--- src/rtl/mul_pkg.sv ---
`default_nettype none
// ============================================================================
// Module      : mul_pkg
// Description : Shared widths, pass shifts and controller state encoding for
//               the sequential 6x6 multiplier.
// Revision    : 1.0 - initial release
// ============================================================================
package mul_pkg;

    localparam int HALF_W = 3;
    localparam int FULL_W = 2 * HALF_W;
    localparam int PROD_W = 2 * FULL_W;

    localparam int SH_LL  = 0;
    localparam int SH_MID = HALF_W;
    localparam int SH_HH  = 2 * HALF_W;

    typedef enum logic [2:0] {
        IDLE = 3'd0,
        LL   = 3'd1,
        LH   = 3'd2,
        HL   = 3'd3,
        HH   = 3'd4,
        DONE = 3'd5
    } state_t;

endpackage
`default_nettype wire

--- src/rtl/mul3x3.sv ---
`default_nettype none
// ============================================================================
// Module      : mul3x3
// Description : Combinational unsigned array multiplier (W x W -> 2W).
// Revision    : 1.0 - initial release
// ============================================================================
module mul3x3 #(
    parameter int W = 3
) (
    input  logic [W-1:0]   a,
    input  logic [W-1:0]   b,
    output logic [2*W-1:0] p
);

    logic [2*W-1:0] w_row [W];

    // One AND-gated, left-shifted copy of a per bit of b
    for (genvar i = 0; i < W; i++) begin : g_row
        assign w_row[i] = {{W{1'b0}}, (a & {W{b[i]}})} << i;
    end

    always_comb begin
        p = '0;
        for (int j = 0; j < W; j++) begin
            p = p + w_row[j];
        end
    end

endmodule
`default_nettype wire

--- src/rtl/mul6_seq_ctrl.sv ---
`default_nettype none
// ============================================================================
// Module      : mul6_seq_ctrl
// Description : Sequential 6x6 unsigned multiplier; four passes through one
//               shared 3x3 multiplier, summed into a 12-bit accumulator.
// Revision    : 1.0 - initial release
// ============================================================================
module mul6_seq_ctrl #(
    parameter int HALF_W = mul_pkg::HALF_W
) (
    input  logic                clk,
    input  logic                rst,
    input  logic                start,
    input  logic [2*HALF_W-1:0] a,
    input  logic [2*HALF_W-1:0] b,
    output logic                busy,
    output logic                done,
    output logic [4*HALF_W-1:0] p
);

    import mul_pkg::*;

    localparam int C_FW = 2 * HALF_W;
    localparam int C_PW = 4 * HALF_W;

    state_t              r_state;
    state_t              w_next;
    logic [C_FW-1:0]     r_a;
    logic [C_FW-1:0]     r_b;
    logic [C_PW-1:0]     r_acc;
    logic [C_PW-1:0]     r_p;
    logic [HALF_W-1:0]   w_mul_a;
    logic [HALF_W-1:0]   w_mul_b;
    logic [C_FW-1:0]     w_pp;
    logic [C_PW-1:0]     w_pp_ext;
    logic [C_PW-1:0]     w_term;
    logic                w_accept;

    mul3x3 #(.W(HALF_W)) u_mul (
        .a (w_mul_a),
        .b (w_mul_b),
        .p (w_pp)
    );

    assign w_pp_ext = {{(C_PW-C_FW){1'b0}}, w_pp};

    // Half-select mux; multiplier inputs parked at zero outside the passes
    always_comb begin
        w_mul_a = '0;
        w_mul_b = '0;
        w_term  = '0;
        case (r_state)
            LL: begin
                w_mul_a = r_a[HALF_W-1:0];
                w_mul_b = r_b[HALF_W-1:0];
                w_term  = w_pp_ext << SH_LL;
            end
            LH: begin
                w_mul_a = r_a[HALF_W-1:0];
                w_mul_b = r_b[C_FW-1:HALF_W];
                w_term  = w_pp_ext << SH_MID;
            end
            HL: begin
                w_mul_a = r_a[C_FW-1:HALF_W];
                w_mul_b = r_b[HALF_W-1:0];
                w_term  = w_pp_ext << SH_MID;
            end
            HH: begin
                w_mul_a = r_a[C_FW-1:HALF_W];
                w_mul_b = r_b[C_FW-1:HALF_W];
                w_term  = w_pp_ext << SH_HH;
            end
            default: ;
        endcase
    end

    always_comb begin
        w_next   = r_state;
        w_accept = 1'b0;
        busy     = 1'b0;
        done     = 1'b0;
        case (r_state)
            IDLE: begin
                w_accept = start;
                if (start) w_next = LL;
            end
            LL: begin busy = 1'b1; w_next = LH; end
            LH: begin busy = 1'b1; w_next = HL; end
            HL: begin busy = 1'b1; w_next = HH; end
            HH: begin busy = 1'b1; w_next = DONE; end
            DONE: begin
                done     = 1'b1;
                w_accept = start;
                w_next   = start ? LL : IDLE;
            end
            default: w_next = IDLE;
        endcase
    end

    always_ff @(posedge clk) begin
        if (rst) begin
            r_state <= IDLE;
            r_a     <= '0;
            r_b     <= '0;
            r_acc   <= '0;
            r_p     <= '0;
        end else begin
            r_state <= w_next;
            if (w_accept) begin
                r_a   <= a;
                r_b   <= b;
                r_acc <= '0;
            end else if (busy) begin
                r_acc <= r_acc + w_term;
            end
            // Final pass publishes the complete sum directly
            if (r_state == HH) begin
                r_p <= r_acc + w_term;
            end
        end
    end

    assign p = r_p;

endmodule
`default_nettype wire

--- config.mk ---
export PLATFORM = sky130hd
export DESIGN_NAME = mul6_seq_ctrl
export DESIGN_NICKNAME = d
export VERILOG_FILES = /design/src/rtl/mul_pkg.sv /design/src/rtl/mul3x3.sv /design/src/rtl/mul6_seq_ctrl.sv
export SDC_FILE = /design/constraint.sdc
export NUM_CORES = 1
export LEC_CHECK = 0
export BUFFER_PORTS_ARGS = -buffer_cell sky130_fd_sc_hd__buf_2
export CORE_MARGIN = 2
export CORE_UTILIZATION = 45
export CTS_CLUSTER_DIAMETER = 200
export DETAILED_ROUTE_END_ITERATION = 10
export GPL_ROUTABILITY_DRIVEN = 0
export PLACE_DENSITY = 0.77
export SYNTH_ARGS = -nofsm -noshare
export SYNTH_HDL_FRONTEND = slang
export SYNTH_SLANG_ARGS = --single-unit
--- constraint.sdc ---
create_clock -name clk -period 4 [get_ports clk]
set_input_delay 0.4 -clock clk [delete_from_list [all_inputs] [get_ports clk]]
set_output_delay 0.4 -clock clk [all_outputs]
set_load 0.005 [all_outputs]
==> metrics, run 1 <==
height of the die 77.5 µm; async set or reset register ratio after synthesis 0%; M3 GR Usage under 10%; Least-Margin Pin Slew 0.644 ns; status finished, violations left; pre-CTS setup slack -0.153 ns; M2 GR Usage a little over a third; hpwl dp 4410 µm; final instance area approximately 3100 µm²; Pins Over Slew Limit 0; Slew HR between 50 and 60%; hold_sp b[3]; gr usage total approximately 22%; worst hold slack roughly 0.34 ns; drt pass-1 iters 4; Starting Density a little under half; row cnt 26; Area Growth Syn to Fin 28.2%; die span in x 77.5 µm; Largest stage delay, worst path 0.55 ns; r2r setup slk -0.23 ns; Post-Syn Nets 324; # hold bufs at CTS 0; dpl cell area about 2900 µm²; wire length of the first global-routing pass 10700 µm; vias per cell ~5.5; latest clock arrival within the worst-skew pair 0.30 ns; Post-Syn Area roughly 2400 µm²; DRC Markers 0; minimum clock period ~4.2 ns; Worst Setup SP r_state[1]; largest net degree at the start of global routing 37; fin nets 383; crit-path cells xor2_4 -> a22oi_2 -> nor2_1 -> a31oi_2 -> or2_4 -> fa_1 -> inv_1 -> ha_2 -> fa_2 -> a32oi_1 -> nor2_1 -> ha_1 -> a21oi_1 -> nor2b_1 -> o31a_1 -> a211oi_2 -> xnor2_2 -> a211oi_2; DR iter-0 viols around 120; drt wl/cell 14.9 µm; Critical path buffers and inverters 1; Reg2Reg Launch Point r_state[1]; vias in the first global route approximately 2300; # port buffers 28; largest cells by area after synthesis dfxtp_1 (32%), ha_1 (8.2%), a21oi_1 (5.3%); clock transition at the registers of the reported paths approximately 0.080 ns; post-route core utilization 60.3%; grt total ovfl 0; busiest layer in global routing met2; # Max-Cap Violations 0; Worst EP required 4.16 ns; hold crit path type in2reg; power per cell area between 200 and 300 nW/µm²; yosys warns 0; Synth cell types a little over 50; H-tree depth 2; die area between 6000 and 7000 µm²; ANT nets after route 0; CP max stage cell fa_2; flops & latches, synth 39; WL final about 6300 µm; Hold Fails Final Rpt 0; EDFF count, synth 0; antenna violations before repair 0; Final setup violation count 11; total CTS buffers 5; share of cells above drive strength 1 between 30% and 40%; Sink Count 39; CTS tree built; Placed Instances ~400; root buf cell clkbuf_8; Worst EP arrival 4.38 ns; sequential-to-total area share from yosys stat ~32%; worst vdd rail ir drop between 0.2 and 0.25 mV; synthesized area per cell about 8.4 µm²; Pleak 1.41 nW; Synth area leader dfxtp_1; ANT cells 0; CP Class reg2reg; setup slack after layout -0.228 ns; GRT met1 Usage 28.1%; non-filler cells, final 420; top-area cell type share of the netlist area between 30% and 40%; io pins 29; failing checks negative setup slack; vias post-DR 2310; ys flop type dfxtp_1; fin crit share 106%; crit-path leading delay family adder cells; Core Region 5170 µm²; Gate Count Post-Synth between 200 and 300; RSZ-0062 raised after global routing true; Max clock buf depth 2; Worst setup EP type flip-flop; most common cell after layout, fill and taps aside buf_4; top achievable clock speed between 0.2 and 0.25 GHz; clock skew around 0.011 ns; crit start category flip-flop; most frequent cells in the layout buf_4 (40), dfxtp_1 (37), nand2_1 (31), nor2_1 (31), buf_2 (28); crit path max fanout 8
final cells by class:
type	count	area, µm²
sequential	39	788
inverter	8	30.0
tap	70	87.6
timing repair buffer	68	440
multi-input combinational	227	1690
fill	430	2050
clock buffer	7	76.3
clock inverter	1	5.00
synthesized netlist by cell type, types with 2 or more instances:
cell	number
dfxtp_1	39
nand2_1	33
nor2_1	33
a21oi_1	26
ha_1	16
mux2i_1	13
clkbuf_1	9
nand3_1	9
inv_1	8
nand2b_1	8
nor2b_1	7
xnor2_1	7
o21ai_0	6
a211oi_1	5
a22oi_1	5
and2_1	4
and3_1	4
buf_2	4
or4_1	4
fa_1	3
nand3b_1	3
xor2_1	3
a211oi_2	2
a21o_1	2
buf_6	2
nand4_1	2
nand4b_1	2
nor2b_4	2
nor3_1	2
nor3b_1	2
o21a_1	2
o31a_1	2
o31ai_1	2
or2_2	2
stage by stage:
stage	setup TNS, ns	power (W)
floorplan	0	0.000561
global placement	-0.0606	0.000622
detailed placement	-0.839	0.000627
CTS	-0.351	0.000890
global route	-4.14	0.000939
finish	-1.32	0.000894
registers in the layout, summed over array words and instances, names as in the netlist:
signal,count
r_b,6
r_acc,12
r_a,6
p,12
r_state,3
logic make-up after synthesis:
family	Yosys count	share of synthesized area [%]
mux	13	5.35
compound gates	61	16.4
xor+xnor	10	3.60
buf+inv	24	4.68
fa+ha+maj	19	10.7
simple gates	124	27.2
flops	39	32.1
final timing paths:
check | to | cells after the start
worst max-delay path | p[11] | 18
worst min-delay path | r_b[3] | 3
worst max register to register | p[11] | 18
worst min register to register | p[6] | 2
timing repair:
| action | in CTS | in global routing |
|---|---|---|
| buffers inserted | 6 | 5 |
| setup endpoints to repair | 10 | 14 |
| pin swaps | 8 | 15 |
| resized for setup | 12 | 12 |
per-layer routing:
layer	vias up	wire, µm
li1	1140	-
met1	1077	2750
met2	73	3040
met3	20	313
met4	0	175
met5	-	0
report_power, final:
part | switching (W) | internal, W
clock | 0.000140 | 0.000123
sequential | 0.0000222 | 0.000408
combinational | 0.000114 | 0.0000871
total | 0.000276 | 0.000618
tightest hold or removal path, delay by kind of cell:
family | cells | cell delay (ns)
AND/OR/NAND/NOR | 1 | 0.07
buffers and inverters | 1 | 0.07
multiplexers | 1 | 0.05
Power figures use the tool's default switching activity.
==> inputs of run 2 (changes only) <==
--- a/config.mk
+++ b/config.mk
@@ -8,6 +8,7 @@
 export BUFFER_PORTS_ARGS = -buffer_cell sky130_fd_sc_hd__buf_2
 export CORE_MARGIN = 2
 export CORE_UTILIZATION = 45
+export CTS_BUF_LIST = sky130_fd_sc_hd__clkbuf_8
 export CTS_CLUSTER_DIAMETER = 200
 export DETAILED_ROUTE_END_ITERATION = 10
 export GPL_ROUTABILITY_DRIVEN = 0
@@ -15,3 +16,4 @@
 export SYNTH_ARGS = -nofsm -noshare
 export SYNTH_HDL_FRONTEND = slang
 export SYNTH_SLANG_ARGS = --single-unit
+export TNS_END_PERCENT = 30
==> metrics, run 2 (synthesis results as in run 1) <==
Sink Count 39; minimum clock period about 4.4 ns; setup slack after layout -0.355 ns; H-tree depth 2; DRC Markers 0; gr usage total 21.4%; dpl cell area 2870 µm²; share of cells above drive strength 1 between 30 and 40%; fin nets 381; CP Class reg2reg; drt wl/cell about 15 µm; crit-path cells xor2_4 -> a22oi_2 -> nor2_1 -> a31oi_2 -> or2_4 -> fa_1 -> inv_1 -> ha_2 -> fa_2 -> a32oi_1 -> nor2_1 -> ha_1 -> a21oi_2 -> nor2b_4 -> o31a_1 -> a211oi_2 -> xnor2_2 -> a211oi_2; Final setup violation count 14; vias post-DR about 2300; crit-path leading delay family adder cells; io pins 29; crit start category flip-flop; final instance area about 3100 µm²; ANT nets after route 0; Worst EP required around 4.2 ns; pre-CTS setup slack -0.153 ns; # Max-Cap Violations 0; Pins Over Slew Limit 0; crit path max fanout 8; total CTS buffers 5; ANT cells 0; top achievable clock speed around 0.23 GHz; power per cell area between 200 and 300 nW/µm²; DR iter-0 viols roughly 110; CP max stage cell fa_1; # fillers between 400 and 500; Flop pwr share between 40% and 50%; Area Growth Syn to Fin 27.1%; RSZ-0062 raised after global routing true; hold crit path type in2reg; WL final ~6300 µm; # hold bufs at CTS 0; Critical path buffers and inverters 1; wire length of the first global-routing pass 10400 µm; drt pass-1 iters 4; Starting Density a little under half; Sw Pwr 0.000276 W; # port buffers 28; most frequent cells in the layout buf_4 (38), dfxtp_1 (37), nand2_1 (32), nor2_1 (32), buf_2 (28); die span in x 77.5 µm; most common cell after layout, fill and taps aside buf_4; Worst EP arrival 4.51 ns; latest clock arrival within the worst-skew pair 0.30 ns; switch share 31.1%; failing checks negative setup slack; row cnt 26; Hold Fails Final Rpt 0; clock skew approximately 0.0079 ns; Core Region roughly 5200 µm²; Max clock buf depth 2; worst vdd rail ir drop 0.221 mV; logic gate share of total power 22.7%; height of the die roughly 78 µm; antenna violations before repair 0; root buf cell clkbuf_8; Pleak about 1.4 nW; cell-internal power 0.000613 W; Worst setup EP type flip-flop; CTS tree built; largest net degree at the start of global routing 37; vias per cell 5.49; Largest stage delay, worst path 0.49 ns; grt total ovfl 0; clock share of power between 20 and 30%; die area 6010 µm²; hpwl dp 4410 µm; status finished, violations left; Slew HR between 50% and 60%; vias in the first global route roughly 2300; Least-Margin Pin Slew 0.605 ns; clock transition at the registers of the reported paths 0.07 ns; fin crit share 109%
## run 2: worst paths after layout
kind	from	endpoint	slack, ns	depth (start not counted)
worst max-delay path	r_state[1]	p[11]	-0.36	18
worst min-delay path	b[3]	r_b[3]	0.34	3
worst max register to register	r_state[1]	p[11]	-0.36	18
worst min register to register	p[3]	p[3]	0.45	2
## run 2: power by group through the flow
| stage | combinational [W] | sequential [W] | clock (W) |
|---|---|---|---|
| after CTS | 0.000194 | 0.000429 | 0.000262 |
| after global placement | 0.000187 | 0.000435 | 0 |
| after detailed placement | 0.000191 | 0.000436 | 0 |
| after global routing | 0.000222 | 0.000432 | 0.000281 |
| final | 0.000202 | 0.000430 | 0.000257 |
| after floorplan | 0.000132 | 0.000429 | 0 |
## run 2: worst register-to-register path: stages, from the launching register on
cell and delay [ns]:
dfxtp_4 0.43, xor2_4 0.20, a22oi_2 0.11, nor2_1 0.13, a31oi_2 0.06, or2_4 0.24
fa_1 0.49, inv_1 0.04, ha_2 0.17, fa_2 0.48, a32oi_1 0.24, nor2_1 0.08
ha_1 0.33, a21oi_2 0.22, nor2b_4 0.06, o31a_1 0.35, a211oi_2 0.33, xnor2_2 0.17
a211oi_2 0.09
## run 2: what timing repair did
action,in CTS,in global routing
resized for setup,6,15
pin swaps,7,18
endpoints found under the setup margin,10,14
setup buffers,5,2
## run 2: final cells by class
type,count,area (µm²),area share (%)
clock inverters,3,12.5,0.405
clock buffers,5,68.8,2.23
repair buffers,66,425,13.8
flip-flops and latches,39,788,25.5
inverters,8,30.0,0.972
well taps,70,87.6,2.83
multi-input cells,227,1680,54.3
## run 2: per-stage QoR
stage	cells	utilization [%]	TNS [ns]	power, W	hold WS [ns]
final	418	59.7	-3.29	0.000889	0.338
after global routing	418	59.7	-6.15	0.000935	0.332
after CTS	417	58.3	-0.469	0.000885	0.332
after detailed placement	404	55.5	-0.839	0.000627	0.444
after global placement	404	55.5	-0.0606	0.000622	0.440
after floorplan	290	-	0	0.000561	0.437
## run 2: per-layer routing
metal / share of wire (%) / track usage (%) / vias to the layer above
met5: 0 / 0 / -
met3: 4.0 / 4.07 / 17
met4: 2.9 / 8.93 / 0
met1: 43 / 26.7 / 1069
met2: 50 / 36.0 / 75
li1: - / - / 1132
==> inputs of run 3 (changes only) <==
--- a/config.mk
+++ b/config.mk
@@ -8,7 +8,7 @@
 export BUFFER_PORTS_ARGS = -buffer_cell sky130_fd_sc_hd__buf_2
 export CORE_MARGIN = 2
 export CORE_UTILIZATION = 45
-export CTS_BUF_LIST = sky130_fd_sc_hd__clkbuf_8
+export CTS_BUF_LIST = sky130_fd_sc_hd__clkbuf_16
 export CTS_CLUSTER_DIAMETER = 200
 export DETAILED_ROUTE_END_ITERATION = 10
 export GPL_ROUTABILITY_DRIVEN = 0
==> metrics, run 3 (synthesis results as in run 1) <==
Flop pwr share a little over two fifths; Slew HR about three fifths; Hold Path Depth 3; vias post-DR ~2300; non-filler cells, final between 400 and 500; total CTS buffers 5; fin nets 380; row cnt 26; area of the multi-input gates approximately 1700 µm²; antenna violations before repair 0; top achievable clock speed about 0.24 GHz; # port buffers 28; latest clock arrival within the worst-skew pair 0.28 ns; fin crit share 106%; worst hold endpoint r_b[3]; WL final about 6000 µm; die area roughly 6000 µm²; gr usage total between 20 and 25%; wire length of the first global-routing pass ~11000 µm; failing checks negative setup slack; setup slack after layout -0.234 ns; reg2reg end p[11]; Worst EP arrival between 4 and 5 ns; ANT nets after route 0; vias per cell approximately 5.4; logic gate share of total power 20.0%; final instance area around 3100 µm²; Least-Margin Pin Slew 0.602 ns; drt pass-1 iters 5; clock skew 0.00395 ns; root buf cell clkbuf_16; DR iter-0 viols 129; share of cells above drive strength 1 approximately 29%; Starting Density about 47%; Area Growth Syn to Fin 28.1%; switch share 28.7%; hold crit path type in2reg; Core Region about 5200 µm²; Hold Fails Final Rpt 0; crit start category flip-flop; r2r setup slk -0.23 ns; hold_sp b[3]; H-tree depth 2; RSZ-0062 raised after global routing true; Worst setup EP type flip-flop; CP Class reg2reg; worst hold slack about 0.35 ns; # fillers 431; TNS Setup -1.81 ns; io pins 29; die span in x 77.5 µm; Max clock buf depth 2; DRC Markers 0; Sink Count 39; vias in the first global route roughly 2200; cell-internal power 0.000722 W; CTS tree built; R2R depth 18; power per cell area about 320 nW/µm²; Sw Pwr between 0.0002 and 0.0003 W; clock share of power between 30% and 40%; hpwl dp around 4400 µm; Final setup violation count 14; crit path max fanout 8; Pins Over Slew Limit 0; status finished, violations left; minimum clock period around 4.2 ns; clock transition at the registers of the reported paths around 0.060 ns; dpl cell area roughly 2900 µm²; height of the die between 70 and 80 µm; most frequent cells in the layout dfxtp_1 (37), buf_4 (36), nand2_1 (33), nor2_1 (33), buf_2 (28); worst vdd rail ir drop between 0.2 and 0.25 mV; pre-CTS setup slack -0.153 ns; grt total ovfl 0; Reg2Reg Launch Point r_state[1]; Placed Instances a little over 400; ANT cells 0; Pleak 1.41 nW; # Max-Cap Violations 0; drt wl/cell between 10 and 15 µm; most common cell after layout, fill and taps aside dfxtp_1; sequential cell area around 790 µm²; largest net degree at the start of global routing 37; Worst EP required roughly 4.1 ns
[run 3: changes by cell type in the layout (fill, tap and decap cells not counted), sizes merged]
cell,before,now
buf,66,65
[run 3: final cells by class]
class                   instances  share of cell area (%)
clock inverters                 3                   0.402
well taps                      70                    2.81
clock buffers                   5                    4.02
multi-input cells             227                    53.1
inverters                       8                   0.964
repair buffers                 65                    13.5
flip-flops and latches         39                    25.2
[run 3: per-stage QoR]
step	utilization [%]	power [W]
finish	60.2	0.00101
global route	60.2	0.00106
CTS	59.4	0.00101
detailed placement	55.5	0.000627
global placement	55.5	0.000622
floorplan	-	0.000561
[run 3: worst max-delay path: stages, from the launching register on]
cell,delay (ns)
dfxtp_4,0.42
xor2_4,0.20
a22oi_2,0.10
nor2_1,0.13
a31oi_2,0.06
or2_4,0.26
fa_1,0.49
inv_1,0.04
ha_2,0.17
fa_2,0.57
a32oi_2,0.06
nor2_1,0.14
ha_1,0.29
a21oi_1,0.17
nor2b_1,0.08
o31a_1,0.32
a211oi_2,0.32
xnor2_2,0.18
a211oi_2,0.09
[run 3: per-layer routing]
| layer | wire, µm | vias to the layer above | GRT usage (%) |
|---|---|---|---|
| li1 | - | 1127 | - |
| met1 | 2710 | 1068 | 26.9 |
| met4 | 91 | 0 | 7.68 |
| met2 | 3090 | 57 | 37.3 |
| met5 | 0 | - | 0 |
| met3 | 226 | 10 | 5.12 |
[run 3: power groups by stage]
stage	sequential, W	combinational [W]	clock, W
after floorplan	0.000429	0.000132	0
after global placement	0.000435	0.000187	0
after detailed placement	0.000436	0.000191	0
after CTS	0.000430	0.000195	0.000383
after global routing	0.000433	0.000223	0.000403
final	0.000431	0.000202	0.000378
[run 3: worst max-delay path by stage]
stage          cells after the start  endpoint       start
3_5_place_dp                      18     p[11]  r_state[0]
2_1_floorplan                     19     p[11]  r_state[0]
5_1_grt                           20     p[10]  r_state[1]
3_3_place_gp                      18     p[11]  r_state[0]
4_1_cts                           18     p[11]  r_state[1]
6_report                          18     p[11]  r_state[1]
[run 3: timing repair]
action | CTS | global route
setup buffers | 5 | 0
resized for setup | 6 | 8
hold buffers | 0 | 0
setup endpoints to repair | 10 | 14
pin swaps | 8 | 2
